[src/rtl/voxel_fb_pkg.sv]
// Shared types for the raycaster pixel sink: the beat that travels through the FIFO and the commit FSM states.
package voxel_fb_pkg;

  typedef struct packed {
    logic [31:0] addr;
    logic [31:0] word2;
    logic [31:0] word1;
    logic [31:0] word0;
  } pixel_beat_t;

  typedef enum logic [1:0] {
    RUN    = 2'd0,
    DRAIN  = 2'd1,
    COMMIT = 2'd2
  } sink_state_t;

  localparam logic [15:0] DROP_SAT = 16'hFFFF;

endpackage

[src/rtl/voxel_pixel_fifo.sv]
// Synchronous FIFO of pixel beats. The head is held in a register so the
// memory port sees stable data. A push and a pop in the same cycle are both accepted.
module voxel_pixel_fifo
  import voxel_fb_pkg::*;
#(
  parameter int DEPTH   = 16,
  parameter int LEVEL_W = $clog2(DEPTH) + 1
) (
  input  logic               clk,
  input  logic               rst,
  input  logic               push,
  input  pixel_beat_t        push_data,
  input  logic               pop,
  output pixel_beat_t        head,
  output logic [LEVEL_W-1:0] level,
  output logic               empty,
  output logic               full
);

  localparam int PTR_W = $clog2(DEPTH);
  localparam logic [LEVEL_W-1:0] FULL_LVL = LEVEL_W'(DEPTH);

  pixel_beat_t        mem_r [DEPTH];
  pixel_beat_t        head_r;
  logic [PTR_W-1:0]   wr_ptr_r;
  logic [PTR_W-1:0]   rd_ptr_r;
  logic [LEVEL_W-1:0] level_r;
  logic [PTR_W-1:0]   rd_ptr_next_s;
  logic [LEVEL_W-1:0] level_next_s;
  logic               push_ok_s;
  logic               pop_ok_s;

  assign empty     = (level_r == {LEVEL_W{1'b0}});
  assign full      = (level_r == FULL_LVL);
  assign pop_ok_s  = pop && !empty;
  assign push_ok_s = push && (!full || pop_ok_s);
  assign head      = head_r;
  assign level     = level_r;

  // next read pointer and occupancy
  always_comb begin
    rd_ptr_next_s = rd_ptr_r;
    level_next_s  = level_r;
    if (pop_ok_s) begin
      rd_ptr_next_s = rd_ptr_r + PTR_W'(1'b1);
    end else begin
      rd_ptr_next_s = rd_ptr_r;
    end
    if (push_ok_s && !pop_ok_s) begin
      level_next_s = level_r + LEVEL_W'(1'b1);
    end else if (!push_ok_s && pop_ok_s) begin
      level_next_s = level_r - LEVEL_W'(1'b1);
    end else begin
      level_next_s = level_r;
    end
  end

  // storage array; contents are discarded on reset
  always_ff @(posedge clk) begin
    if (push_ok_s) begin
      mem_r[wr_ptr_r] <= push_data;
    end
  end

  // pointers, level and head register
  always_ff @(posedge clk) begin
    if (rst) begin
      wr_ptr_r <= {PTR_W{1'b0}};
      rd_ptr_r <= {PTR_W{1'b0}};
      level_r  <= {LEVEL_W{1'b0}};
      head_r   <= '0;
    end else begin
      if (push_ok_s) begin
        wr_ptr_r <= wr_ptr_r + PTR_W'(1'b1);
      end
      rd_ptr_r <= rd_ptr_next_s;
      level_r  <= level_next_s;
      // a push into an (effectively) empty FIFO becomes the new head directly
      if (push_ok_s && (level_next_s == LEVEL_W'(1'b1))) begin
        head_r <= push_data;
      end else begin
        head_r <= mem_r[rd_ptr_next_s];
      end
    end
  end

endmodule

[src/rtl/voxel_pixel_sink.sv]
// Pixel write sink: buffers raycaster beats toward framebuffer memory and turns
// frame_done into frame_committed once every beat of that frame has been accepted.
module voxel_pixel_sink
  import voxel_fb_pkg::*;
#(
  parameter int FIFO_DEPTH = 16,
  parameter int LEVEL_W    = $clog2(FIFO_DEPTH) + 1
) (
  input  logic               clk,
  input  logic               rst,
  input  logic               pixel_write_en,
  input  logic [31:0]        pixel_addr,
  input  logic [31:0]        pixel_word0,
  input  logic [31:0]        pixel_word1,
  input  logic [31:0]        pixel_word2,
  input  logic               frame_done,
  output logic               mem_valid,
  output logic [31:0]        mem_addr,
  output logic [95:0]        mem_data,
  input  logic               mem_ready,
  output logic               frame_committed,
  output logic               frame_overflowed,
  output logic [15:0]        frame_count,
  output logic [15:0]        drop_count,
  output logic               done_lost,
  output logic [LEVEL_W-1:0] fifo_level
);

  pixel_beat_t        beat_s;
  pixel_beat_t        head_s;
  logic [LEVEL_W-1:0] level_s;
  logic [LEVEL_W-1:0] level_next_s;
  logic               fifo_empty_s;
  logic               fifo_full_s;
  logic               pop_s;
  logic               drop_s;
  logic               push_ok_s;

  sink_state_t        state_r;
  sink_state_t        state_next_s;
  logic [LEVEL_W-1:0] remaining_r;
  logic [LEVEL_W-1:0] remaining_next_s;
  logic               load_s;
  logic               ovf_r;
  logic               snap_r;
  logic               committed_r;
  logic               overflowed_r;
  logic [15:0]        frame_count_r;
  logic [15:0]        drop_count_r;
  logic               done_lost_r;

  assign beat_s    = {pixel_addr, pixel_word2, pixel_word1, pixel_word0};
  assign pop_s     = !fifo_empty_s && mem_ready;
  assign drop_s    = pixel_write_en && fifo_full_s && !pop_s;
  assign push_ok_s = pixel_write_en && !drop_s;

  voxel_pixel_fifo #(
    .DEPTH   (FIFO_DEPTH),
    .LEVEL_W (LEVEL_W)
  ) u_fifo (
    .clk       (clk),
    .rst       (rst),
    .push      (pixel_write_en),
    .push_data (beat_s),
    .pop       (pop_s),
    .head      (head_s),
    .level     (level_s),
    .empty     (fifo_empty_s),
    .full      (fifo_full_s)
  );

  // post-cycle occupancy used to mark the finished frame's beats
  always_comb begin
    level_next_s = level_s;
    if (push_ok_s && !pop_s) begin
      level_next_s = level_s + LEVEL_W'(1'b1);
    end else if (!push_ok_s && pop_s) begin
      level_next_s = level_s - LEVEL_W'(1'b1);
    end else begin
      level_next_s = level_s;
    end
  end

  // commit FSM next-state logic
  always_comb begin
    state_next_s     = state_r;
    remaining_next_s = remaining_r;
    load_s           = 1'b0;
    case (state_r)
      RUN: begin
        if (frame_done) begin
          load_s           = 1'b1;
          remaining_next_s = level_next_s;
          state_next_s     = (level_next_s == {LEVEL_W{1'b0}}) ? COMMIT : DRAIN;
        end else begin
          state_next_s = RUN;
        end
      end
      DRAIN: begin
        if (pop_s) begin
          remaining_next_s = remaining_r - LEVEL_W'(1'b1);
          state_next_s     = (remaining_r == LEVEL_W'(1'b1)) ? COMMIT : DRAIN;
        end else begin
          state_next_s = DRAIN;
        end
      end
      COMMIT:  state_next_s = RUN;
      default: state_next_s = RUN;
    endcase
  end

  // state, overflow tracking, counters and registered outputs
  always_ff @(posedge clk) begin
    if (rst) begin
      state_r       <= RUN;
      remaining_r   <= {LEVEL_W{1'b0}};
      ovf_r         <= 1'b0;
      snap_r        <= 1'b0;
      committed_r   <= 1'b0;
      overflowed_r  <= 1'b0;
      frame_count_r <= 16'h0000;
      drop_count_r  <= 16'h0000;
      done_lost_r   <= 1'b0;
    end else begin
      state_r     <= state_next_s;
      remaining_r <= remaining_next_s;
      // a drop in the done cycle still belongs to the finished frame
      if (load_s) begin
        snap_r <= ovf_r || drop_s;
        ovf_r  <= 1'b0;
      end else if (drop_s) begin
        ovf_r <= 1'b1;
      end
      committed_r  <= (state_next_s == COMMIT);
      overflowed_r <= (state_next_s == COMMIT) && (load_s ? (ovf_r || drop_s) : snap_r);
      if (state_next_s == COMMIT) begin
        frame_count_r <= frame_count_r + 16'h0001;
      end
      if (drop_s && (drop_count_r != DROP_SAT)) begin
        drop_count_r <= drop_count_r + 16'h0001;
      end
      if (frame_done && (state_r != RUN)) begin
        done_lost_r <= 1'b1;
      end
    end
  end

  assign mem_valid        = !fifo_empty_s;
  assign mem_addr         = head_s.addr;
  assign mem_data         = {head_s.word2, head_s.word1, head_s.word0};
  assign frame_committed  = committed_r;
  assign frame_overflowed = overflowed_r;
  assign frame_count      = frame_count_r;
  assign drop_count       = drop_count_r;
  assign done_lost        = done_lost_r;
  assign fifo_level       = level_s;

endmodule
[config.mk]
export PLATFORM = sky130hd
export DESIGN_NAME = voxel_pixel_sink
export DESIGN_NICKNAME = d
export VERILOG_FILES = /design/src/rtl/voxel_fb_pkg.sv /design/src/rtl/voxel_pixel_fifo.sv /design/src/rtl/voxel_pixel_sink.sv
export SDC_FILE = /design/constraint.sdc
export NUM_CORES = 2
export LEC_CHECK = 0
export ABC_AREA = 1
export CAP_MARGIN = 40
export CORE_MARGIN = 5
export CORE_UTILIZATION = 36
export DETAILED_ROUTE_END_ITERATION = 10
export SLEW_MARGIN = 20
export SYNTH_ARGS = -nofsm -noshare
export SYNTH_HDL_FRONTEND = slang
export SYNTH_HIERARCHICAL = 1
export SYNTH_SLANG_ARGS = --single-unit
[constraint.sdc]
create_clock -name clk -period 8.45 [get_ports clk]
set_clock_uncertainty 0.05 [all_clocks]
set_input_delay 1.2675 -clock clk [delete_from_list [all_inputs] [get_ports clk]]
set_output_delay 1.2675 -clock clk [all_outputs]
set_load 0.01 [all_outputs]
==> metrics.yaml <==
critical_path:
  cp_data_arrival_time_ns: 6.16
  crit_required_ns: 9.14
  worst_path_max_delay_cell: "nand2_4"
  crit_path_max_fanout: 159
  cp_top_family: "simple AND/OR/NAND/NOR gates"
  cp.buffers_inverters: 4
  worstSetupStartpointType: "flop"
  crit_top_cell: "nand3_1"
  cp_slowest_stage_delay_ns: 0.83
  critical_path.endpoint_type: "flop"
  worstPathCellList: "inv_1, ha_1, nand3_4, inv_1, nor2_2, nand3_4, nand2_4, buf_12, buf_12, nand2_1, nand3_1, nand3_1, nand3_1, nand2_1, nor2_1, nor2_1"
  critPathKind: "reg -> reg"
global_routing:
  grt_pass1_vias: 63900
  gr-usage-all-layers_pct: 20.0
  antenna_found_initial: 55
  grt_max_degree: 190
  grt.overflow.total: 0
  grt_pass1_wl_um: 417000
synthesis:
  synth_area_mm2: 0.0949
  ys.flop_type: "edfxtp_1"
  avgSynthCellArea_um2: 11.0
  asyncSetResetFlopFracSynth_pct: 0
  synth_edf_count: 2048
  syn_inst: 8627
  seq_area_frac_synth_pct: 68.7
  yosysUniqueCellTypes: 40
  ys_warn_count: 6
  syn_nets: 8773
  synth-seq-cells: 2233
sta:
  setup_viol: 0
  tightest_slew_ns: 1.20
  clock.fmax_mhz: 183
  slew_headroom_pct: 20.1
  timing.final.crit_period_ns: 5.47
  fin_crit_sh_pct: 64.7
  hold_violations: 0
  rsz0062_at_grt: "false"
  fin_tns_setup_ns: 0
  drv_slew: 0
  finalWorstSetupSlack_ns: 2.98
cts:
  cts.sinks: 2233
  root_buffer: "clkbuf_16"
  htreeDepth: 4
  insertion_delay_ns: 0.86
  post_cts_buffers: 0
  clock_path_buffers: 3
  cts_made_buffers: 224
  tritoncts: "done"
  postCtsResizedCells: 0
  clk_pin_slew_ns: 0.06
  ctsHoldBuffers: 0
flow_run:
  drv_cap: 0
floorplanning:
  ioPinCount: 302
  initial_core_util_pct: 36.2
  fp.dieH_um: 523
  chipWidth_um: 523
  fp.coreArea_mm2: 0.262
  num_rows: 188
  dieArea_mm2: 0.274
routing:
  wire_per_inst_um: 22.7
  first_pass_iters: 6
  drc: 0
  routed_wl_um: 283000
  drtIter0Drc: 7059
  ant_nets: 0
  vias: 66200
  viasPerCell: 5.32
finish:
  fin_nets: 8851
  utilization_pct: 41.7
  n_fill_cell: 24300
  instances_no_fill: 12400
  area_growth_pct: 15.3
  drive_above_1_share_pct: 6.35
placed_design:
  gp_congestion: 0.785
  dpl_worst_slack_ns: 2.33
  dp.cells: 12000
  io_buffers: 301
  hpwl_um: 138000
run_status:
  status: "complete, no violations"
power_and_ir_drop:
  p_leak_nw: 41.2
  powerDensity_mw_per_mm2: 246
  vdd_drop_max_mv: 0.212
worst_hold_path:
  min_path_type: "reg -> reg"
## metrics by stage
stage / hold slack, ns / power [mW] / instance area, um^2
finish: 0.418 / 26.9 / 109000
global route: 0.441 / 28.0 / 109000
CTS: 0.427 / 27.1 / 109000
detailed placement: 0.417 / 17.1 / 102000
global placement: 0.406 / 17.0 / 101000
floorplan: 0.424 / 15.3 / 94900
## worst min-delay path: cells and delay by family, from the launching register on
family | cells | cell delay [ns]
DFF | 1 | 0.32
buffers and inverters | 1 | 0.05
AOI/OAI and AO/OA | 1 | 0.05
## layout by cell type (no fill, tap or decap), types with 6 or more instances in the layout
cell type and count:
nand3_1 2213, edfxtp_1 2048, nand2_1 1499, inv_1 916
nand3b_1 363, nor2_1 319, clkdlybuf4s50_1 301, clkbuf_16 226
dfxtp_1 185, a21oi_1 109, o21ai_0 93, nand4_1 86
buf_4 79, o21ai_1 56, clkbuf_1 56, clkinv_2 45
buf_12 41, clkinv_1 29, clkbuf_8 24, buf_16 24
nor2_4 23, xor2_1 20, bufinv_16 18, diode_2 16
nand2_2 14, nor3_1 14, ha_1 13, inv_2 9
a21oi_2 9, nand2_4 7, clkinvlp_4 6
## synthesized netlist by cell type, types with 9 or more instances
library cell | number | area (um^2)
nand3_1 | 2214 | 11100
edfxtp_1 | 2048 | 61500
nand2_1 | 1502 | 5640
inv_1 | 919 | 3450
nand3b_1 | 363 | 2730
nor2_1 | 335 | 1260
buf_2 | 259 | 1300
clkbuf_1 | 226 | 848
dfxtp_1 | 185 | 3700
a21oi_1 | 109 | 546
buf_1 | 95 | 357
o21ai_0 | 93 | 465
nand4_1 | 86 | 538
o21ai_1 | 58 | 290
xor2_1 | 20 | 175
nand2_2 | 14 | 87.6
nor3_1 | 14 | 70.1
ha_1 | 13 | 163
a21oi_2 | 10 | 87.6
inv_2 | 9 | 33.8
## layout make-up
class / instances / area, um^2 / area share, %
Clock buffer: 306 / 6200 / 5.66
Clock inverter: 115 / 1230 / 1.12
Antenna cell: 16 / 40.0 / 0.0366
Timing Repair Buffer: 446 / 5100 / 4.66
Tap cell: 3515 / 4400 / 4.02
Inverter: 929 / 3510 / 3.21
Multi-Input combinational cell: 4871 / 23700 / 21.7
Sequential cell: 2233 / 65200 / 59.6
## worst paths after layout
path	from	cells past startpoint	to	slack, ns
setup / recovery	u_fifo/level[0]	16	u_fifo/head[110]	2.98
hold / removal	done_lost	2	done_lost	0.42
setup reg to reg	u_fifo/level[0]	16	u_fifo/head[110]	2.98
hold reg to reg	done_lost	2	done_lost	0.42
## power breakdown
part           internal, mW  total, mW  switching (mW)
combinational          1.38       4.33            2.95
sequential             12.4       12.6           0.232
clock                  5.69       9.97            4.28
total                  19.4       26.9            7.47
## state kept, by name (all words and copies together) (netlist names), 2 cells and up
signal	count
remaining_r	5
u_fifo/mem_r	2048
u_fifo/rd_ptr_r	4
u_fifo/head	128
u_fifo/level	5
state_r	2
frame_count	16
drop_count	16
u_fifo/wr_ptr_r	4
## per-layer routing
metal  global-route usage [%]  wire, um
met1                     27.0    118000
met2                     33.0    133000
met3                     3.81     23600
met4                     5.73      7650
met5                        0       138
## cells by family (layout without fill, tap and decap cells)
logic type      count (synthesis)  in the layout  share of synthesized area (%)
other cells                     0             16                              0
buf+inv                      1523           1796                           6.47
compound gates                278            278                           1.53
simple gates                 4555           4555                           22.9
fa+ha+maj                      13             13                          0.171
xor+xnor                       25             25                          0.231
flops                        2233           2233                           68.7
Note: power is estimated with default switching activity, not from simulation.
